## config.mk

```make
export PLATFORM = sky130hd
export DESIGN_NAME = channel_packer_flat
export DESIGN_NICKNAME = d
export VERILOG_FILES = /design/src/rtl/channel_packer_if.sv /design/src/rtl/channel_packer.sv /design/src/flat_wrapper.sv
export SDC_FILE = /design/constraint.sdc
export NUM_CORES = 1
export LEC_CHECK = 0
export CAP_MARGIN = 20
export CORE_MARGIN = 8
export CORE_UTILIZATION = 30
export DETAILED_ROUTE_END_ITERATION = 8
export HOLD_SLACK_MARGIN = 0.1
export SLEW_MARGIN = 20
export SYNTH_ARGS = -nofsm -noshare
export SYNTH_HDL_FRONTEND = slang
export SYNTH_SLANG_ARGS = --single-unit
```

## constraint.sdc

```tcl
create_clock -name clk -period 1.95 [get_ports clk]
set_input_delay 0.2925 -clock clk [delete_from_list [all_inputs] [get_ports clk]]
set_output_delay 0.2925 -clock clk [all_outputs]
set_load 0.01 [all_outputs]
```

## src/rtl/channel_packer_if.sv

```systemverilog
`default_nettype none
// ============================================================================
// Module   : channel_packer_if
// Brief    : Channel handshake bundle (data, valid, accept) of width W.
// Revision : 1.0 - initial release
// ============================================================================
interface channel_packer_if #(
    parameter int W = 10
);
    logic [W-1:0] d;
    logic         v;
    logic         a;

    modport master (output d, output v, input  a);
    modport slave  (input  d, input  v, output a);
endinterface
`default_nettype wire

```

## src/rtl/channel_packer.sv

```systemverilog
`default_nettype none
// ============================================================================
// Module   : channel_packer
// Brief    : Packs up to K NIN-bit Channel words into one count-tagged word,
//            flushing partial words after an idle timeout.
//            Optional manual flush port: define CHANNEL_PACKER_FLUSH_EN.
// Revision : 1.0 - initial release
// ============================================================================
module channel_packer #(
    parameter int NIN     = 10,
    parameter int K       = 3,
    parameter int TIMEOUT = 16
) (
    input  wire logic clk,
    input  wire logic reset_n,
`ifdef CHANNEL_PACKER_FLUSH_EN
    input  wire logic flush,
`endif
    channel_packer_if.slave  in,
    channel_packer_if.master out
);
    localparam int CW = $clog2(K + 1);
    localparam int TW = (TIMEOUT > 1) ? $clog2(TIMEOUT) : 1;
    localparam logic [TW-1:0] c_tmo_last  = TW'((TIMEOUT > 0) ? TIMEOUT - 1 : 0);
    localparam logic [CW-1:0] c_last_lane = CW'(K - 1);

    typedef enum logic [0:0] {
        ST_FILL = 1'b0,
        ST_SEND = 1'b1
    } state_t;

    state_t          r_state;
    logic [CW-1:0]   r_cnt;
    logic [TW-1:0]   r_timer;
    logic [K*NIN-1:0] r_lanes;

    logic w_fill;
    logic w_accept;
    logic w_has;
    logic w_full;
    logic w_tmo;
    logic w_flush;
    logic w_go_send;

`ifdef CHANNEL_PACKER_FLUSH_EN
    assign w_flush = flush;
`else
    assign w_flush = 1'b0;
`endif

    assign w_fill    = (r_state == ST_FILL);
    assign in.a      = w_fill & in.v & reset_n;
    assign w_accept  = w_fill & in.v;
    assign w_has     = (r_cnt != '0);
    assign w_full    = w_accept && (r_cnt == c_last_lane);
    // An accept in the expiry cycle takes priority over the timeout flush.
    assign w_tmo     = (TIMEOUT != 0) && w_has && !w_accept && (r_timer == c_tmo_last);
    assign w_go_send = w_fill && (w_full || w_tmo || (w_flush && w_has));

    assign out.v = (r_state == ST_SEND);
    assign out.d = {r_cnt, r_lanes};

    always_ff @(posedge clk or negedge reset_n) begin
        if (!reset_n) begin
            r_state <= ST_FILL;
            r_cnt   <= '0;
            r_timer <= '0;
            r_lanes <= '0;
        end else begin
            case (r_state)
                ST_FILL: begin
                    if (w_accept) begin
                        for (int i = 0; i < K; i++) begin
                            if (r_cnt == CW'(i)) begin
                                r_lanes[i*NIN +: NIN] <= in.d;
                            end
                        end
                        r_cnt   <= r_cnt + CW'(1);
                        r_timer <= '0;
                    end else if (w_has && (r_timer != '1)) begin
                        r_timer <= r_timer + TW'(1);
                    end
                    if (w_go_send) begin
                        r_state <= ST_SEND;
                        r_timer <= '0;
                    end
                end
                ST_SEND: begin
                    // Clearing lanes here keeps partial words free of stale data.
                    if (out.a) begin
                        r_state <= ST_FILL;
                        r_cnt   <= '0;
                        r_timer <= '0;
                        r_lanes <= '0;
                    end
                end
                default: r_state <= ST_FILL;
            endcase
        end
    end
endmodule
`default_nettype wire

```

## src/flat_wrapper.sv

```systemverilog
// flat-port wrapper written by rule: the top's interface ports become plain ports
module channel_packer_flat 
#(
    parameter int NIN     = 10,
    parameter int K       = 3,
    parameter int TIMEOUT = 16
)
  (clk, reset_n, in_d, in_v, in_a, out_d, out_v, out_a);
  channel_packer_if #(.W(NIN)) in_i ();
  channel_packer_if #(.W((($clog2(K + 1)) + K * NIN))) out_i ();
  input  wire logic clk;
  input  wire logic reset_n;
  input wire logic [$bits(in_i.d)-1:0] in_d;
  input wire logic [$bits(in_i.v)-1:0] in_v;
  output wire logic [$bits(in_i.a)-1:0] in_a;
  output wire logic [$bits(out_i.d)-1:0] out_d;
  output wire logic [$bits(out_i.v)-1:0] out_v;
  input wire logic [$bits(out_i.a)-1:0] out_a;
  assign in_i.d = in_d;
  assign in_i.v = in_v;
  assign in_a = in_i.a;
  assign out_d = out_i.d;
  assign out_v = out_i.v;
  assign out_i.a = out_a;
  channel_packer #(.NIN(NIN), .K(K), .TIMEOUT(TIMEOUT)) u_core (.clk(clk), .reset_n(reset_n), .in(in_i), .out(out_i));
endmodule
```

==> impl_metrics.prom <==
# TYPE chip_impl_metric gauge
chip_impl_info{name="outcome",value="finished clean"} 1
chip_impl_metric{name="gp_congestion",unit=""} 0.7530
chip_impl_metric{name="design.core.area",unit="um^2"} 5140
chip_impl_metric{name="cp_data_arrival_time",unit="ns"} 1.54
chip_impl_metric{name="layout.cells.non_filler",unit=""} 263
chip_impl_metric{name="die_height",unit="um"} 89.41
chip_impl_metric{name="internal_dissipation",unit="W"} 0.002266
chip_impl_metric{name="route.antenna.remaining_nets",unit=""} 0
chip_impl_metric{name="power_density",unit="nW/um^2"} 1479
chip_impl_metric{name="synth_fp_nets",unit=""} 156
chip_impl_metric{name="numCtsBuffers",unit=""} 5
chip_impl_metric{name="detail_route.first_pass.iterations",unit=""} 4
chip_impl_info{name="hold_class",value="register to register"} 1
chip_impl_metric{name="clock_power_share",unit="%"} 19.9
chip_impl_metric{name="cts_max_level",unit=""} 2
chip_impl_metric{name="antenna_cells",unit=""} 0
chip_impl_info{name="worstSetupPathType",value="register to primary output"} 1
chip_impl_metric{name="worst_clock_skew_on_the_final_layout",unit="ns"} 0.005747
chip_impl_metric{name="post-dp-hpwl",unit="mm"} 3.288
chip_impl_metric{name="netlist.area_leader.share",unit="%"} 57.28
chip_impl_metric{name="number_of_synthesized_register_bits",unit=""} 37
chip_impl_metric{name="cap_violations",unit=""} 0
chip_impl_metric{name="setup-violations-final",unit=""} 0
chip_impl_metric{name="yosys.area_share.xor_xnor",unit="%"} 1.084
chip_impl_info{name="yosys.area.top_type",value="sky130_fd_sc_hd__dfrtp_1"} 1
chip_impl_info{name="cp_cell_sequence",value="and3b_1 > clkdlybuf4s50_1"} 1
chip_impl_metric{name="ys_warn_count",unit=""} 0
chip_impl_metric{name="avgRoutedWirePerCell",unit="um"} 17.21
chip_impl_metric{name="synth_fa_ha_area_share",unit="%"} 3.096
chip_impl_metric{name="power.share.switching",unit="%"} 33.80
chip_impl_metric{name="fin_crit_sh",unit="%"} 94.20
chip_impl_metric{name="synth_compound_area_share",unit="%"} 19.27
chip_impl_metric{name="fillCellCount",unit=""} 513
chip_impl_metric{name="placedCellCount",unit=""} 255
chip_impl_metric{name="p_sw",unit="W"} 0.001157
chip_impl_metric{name="leakagePower",unit="nW"} 1.010
chip_impl_metric{name="ctsResizeCount",unit=""} 0
chip_impl_info{name="synth_top_family_by_area",value="compound AO/OA/AOI/OAI gates"} 1
chip_impl_info{name="tritoncts",value="done"} 1
chip_impl_metric{name="netlist_instances",unit=""} 138
chip_impl_metric{name="clkTransAtPathRegs",unit="ns"} 0.08
chip_impl_metric{name="post_synth.cell_area_avg",unit="um^2"} 11.71
chip_impl_metric{name="synth_to_final_area_change",unit="%"} 43.19
chip_impl_metric{name="netlist_area",unit="um^2"} 1617
chip_impl_metric{name="pin_count_of_the_biggest_net_entering_global_routing",unit=""} 38
chip_impl_metric{name="global_route.usage.total",unit="%"} 11.95
chip_impl_metric{name="fmaxAchievable",unit="MHz"} 544.4
chip_impl_metric{name="timing.slew.headroom",unit="%"} 68.90
chip_impl_metric{name="worst_path_largest_cell_delay",unit="ns"} 0.53
chip_impl_metric{name="worst_ir_drop_vdd",unit="V"} 0.0005736
chip_impl_metric{name="clkSinkCount",unit=""} 37
chip_impl_metric{name="cts_setup_buffers",unit=""} 0
chip_impl_metric{name="grt.overflow.total",unit=""} 0
chip_impl_metric{name="final_max_slew_viol_count",unit=""} 0
chip_impl_info{name="final_common_cell",value="sky130_fd_sc_hd__clkdlybuf4s50_1"} 1
chip_impl_metric{name="pin_slew_with_the_least_headroom_to_its_limit",unit="ns"} 0.4665
chip_impl_metric{name="top_level_ports",unit=""} 48
chip_impl_metric{name="synth_cell_types",unit=""} 29
chip_impl_metric{name="fp-row-count",unit=""} 26
chip_impl_info{name="timing.critical_path.from_type",value="register"} 1
chip_impl_metric{name="timing.final.crit_period",unit="ns"} 1.837
chip_impl_metric{name="post_synth_mux_area_share",unit="%"} 0.6192
chip_impl_metric{name="layout.nets",unit=""} 210
chip_impl_metric{name="comb_power_share",unit="%"} 44.1
chip_impl_metric{name="floorplan.initialDensity",unit="%"} 31.45
chip_impl_metric{name="numPortBuffers",unit=""} 47
chip_impl_metric{name="clk_path_buf_depth",unit=""} 2
chip_impl_info{name="clk_tree_root_cell",value="sky130_fd_sc_hd__clkbuf_8"} 1
chip_impl_metric{name="post_cts_hold_buffer_count",unit=""} 0
chip_impl_metric{name="fin_tns_setup",unit="ns"} 0
chip_impl_metric{name="grt_first_pass_wirelength",unit="mm"} 7.155
chip_impl_metric{name="design.die.area",unit="um^2"} 7993
chip_impl_metric{name="route.detailed.drc",unit=""} 0
chip_impl_metric{name="final_hold_viol_count",unit=""} 0
chip_impl_info{name="synth_area_leaders",value="sky130_fd_sc_hd__dfrtp_1 (57%), sky130_fd_sc_hd__a22o_1 (11%), sky130_fd_sc_hd__nand4b_1 (6.0%)"} 1
chip_impl_metric{name="avgViaCountPerCell",unit=""} 5.042
chip_impl_metric{name="die_x",unit="um"} 89.41
chip_impl_metric{name="seqPwrFrac",unit="%"} 36.0
chip_impl_metric{name="synth.yosys.seq_area_share",unit="%"} 57.28
chip_impl_metric{name="routed_wirelength",unit="mm"} 4.525
chip_impl_metric{name="grt_antenna_before_repair",unit=""} 0
chip_impl_info{name="rsz0062_at_grt",value="false"} 1
chip_impl_metric{name="worst-endpoint-required",unit="ns"} 1.66
chip_impl_metric{name="yosys.area_share.simple",unit="%"} 13.00
chip_impl_metric{name="via_count_of_the_routed_design",unit=""} 1326
chip_impl_metric{name="worst-path-max-fanout",unit=""} 9
chip_impl_metric{name="post_route_cells_drive_above_1_share",unit="%"} 10.88
chip_impl_info{name="end_kind",value="primary output"} 1
chip_impl_metric{name="drt_first_iter_violations",unit=""} 40
chip_impl_metric{name="first_global_vias",unit=""} 1346
chip_impl_info{name="final_cell_mix",value="sky130_fd_sc_hd__clkdlybuf4s50_1 (47), sky130_fd_sc_hd__dfrtp_1 (37), sky130_fd_sc_hd__a22o_1 (20), sky130_fd_sc_hd__inv_1 (13), sky130_fd_sc_hd__nand4b_1 (11)"} 1
chip_impl_info{name="slowest_stage",value="sky130_fd_sc_hd__clkdlybuf4s50_1"} 1
chip_impl_metric{name="clk-insertion-delay-late",unit="ns"} 0.30
## metrics by stage
step	setup WS (ns)	hold WS [ns]	instance area, um^2	power, W	utilization [%]
floorplan	0.3840	-0.003091	1617	0.001954	-
global placement	0.1170	0.4812	2200	0.002732	42.79
detailed placement	0.1163	0.4813	2200	0.002770	42.79
CTS	0.07398	0.5067	2315	0.003479	45.03
global route	0.02407	0.5106	2315	0.003650	45.03
finish	0.1132	0.5024	2315	0.003423	45.03
## synthesized netlist by cell type
master,number
sky130_fd_sc_hd__nor3b_1,1
sky130_fd_sc_hd__o2bb2ai_1,1
sky130_fd_sc_hd__buf_2,4
sky130_fd_sc_hd__nand4b_1,11
sky130_fd_sc_hd__inv_1,13
sky130_fd_sc_hd__nor2b_1,1
sky130_fd_sc_hd__buf_4,1
sky130_fd_sc_hd__xnor2_1,2
sky130_fd_sc_hd__o21ai_1,10
sky130_fd_sc_hd__o22ai_1,2
sky130_fd_sc_hd__dfrtp_1,37
sky130_fd_sc_hd__and2_1,1
sky130_fd_sc_hd__nand3b_1,1
sky130_fd_sc_hd__a22o_1,20
sky130_fd_sc_hd__o211ai_2,1
sky130_fd_sc_hd__mux2i_1,1
sky130_fd_sc_hd__nand4_1,1
sky130_fd_sc_hd__clkbuf_1,4
sky130_fd_sc_hd__a21oi_2,2
sky130_fd_sc_hd__or4b_4,1
sky130_fd_sc_hd__nand2_1,5
sky130_fd_sc_hd__a21oi_1,1
sky130_fd_sc_hd__nand2b_1,1
sky130_fd_sc_hd__or2_1,1
sky130_fd_sc_hd__nor2_1,1
sky130_fd_sc_hd__and3b_1,3
sky130_fd_sc_hd__nand3_1,1
sky130_fd_sc_hd__o21ai_0,6
sky130_fd_sc_hd__ha_1,4
## cell families (layout without fill, tap and decap cells)
logic type	Yosys count	count (layout)
XOR/XNOR	2	2
adder cells (fa/ha/maj)	4	4
AO/OA/AOI/OAI	43	43
multiplexers	1	1
flip-flops	37	37
buffers and inverters	22	77
AND/OR/NAND/NOR	29	29
## per-layer routing
metal,share of wire (%),GRT usage [%],vias to the layer above
met2,50,19.73,31
met1,43,14.25,681
met5,0,0,-
met3,5.2,3.860,6
li1,-,-,608
met4,1.2,4.079,0
## worst max-delay path, delay by kind of cell, from the launching register on
kind | cells | cell delay [ns]
flops | 1 | 0.47
simple gates | 1 | 0.25
buf+inv | 1 | 0.53
## final timing paths
check / start / end / slack [ns] / depth (start not counted)
min reg2reg: u_core.r_lanes[2] / u_core.r_lanes[2] / 0.50 / 1
min in group asynchronous: reset_n / u_core.r_lanes[6] / 0.51 / 2
min: u_core.r_lanes[2] / u_core.r_lanes[2] / 0.50 / 1
max in group asynchronous: reset_n / u_core.r_timer[2] / 1.11 / 2
max reg2reg: u_core.r_cnt[0] / u_core.r_timer[3] / 0.24 / 5
max: u_core.out.v / in_a / 0.11 / 2
## power by group through the flow
stage | Clock (W) | Combinational, W | Sequential (W)
global placement | 0 | 0.00149 | 0.00124
global route | 0.000734 | 0.00164 | 0.00128
detailed placement | 0 | 0.00152 | 0.00125
CTS | 0.000706 | 0.00154 | 0.00124
finish | 0.000681 | 0.00151 | 0.00123
floorplan | 0 | 0.000627 | 0.00133
## final cells by class
| type | instances | area, um^2 | share of cell area (%) |
|---|---|---|---|
| sequential | 37 | 925.9 | 40.00 |
| timing repair buffer | 56 | 538.0 | 23.24 |
| tap | 70 | 87.58 | 3.784 |
| clock buffer | 5 | 68.82 | 2.973 |
| clock inverter | 3 | 46.29 | 2.000 |
| inverter | 13 | 48.80 | 2.108 |
| multi-input combinational | 79 | 599.3 | 25.89 |
## registers in the layout (all words and copies together), names as in the netlist
signal,cells
u_core.r_lanes,30
u_core.out.v,1
u_core.r_cnt,2
u_core.r_timer,4
(Power assumes the default switching activity.)
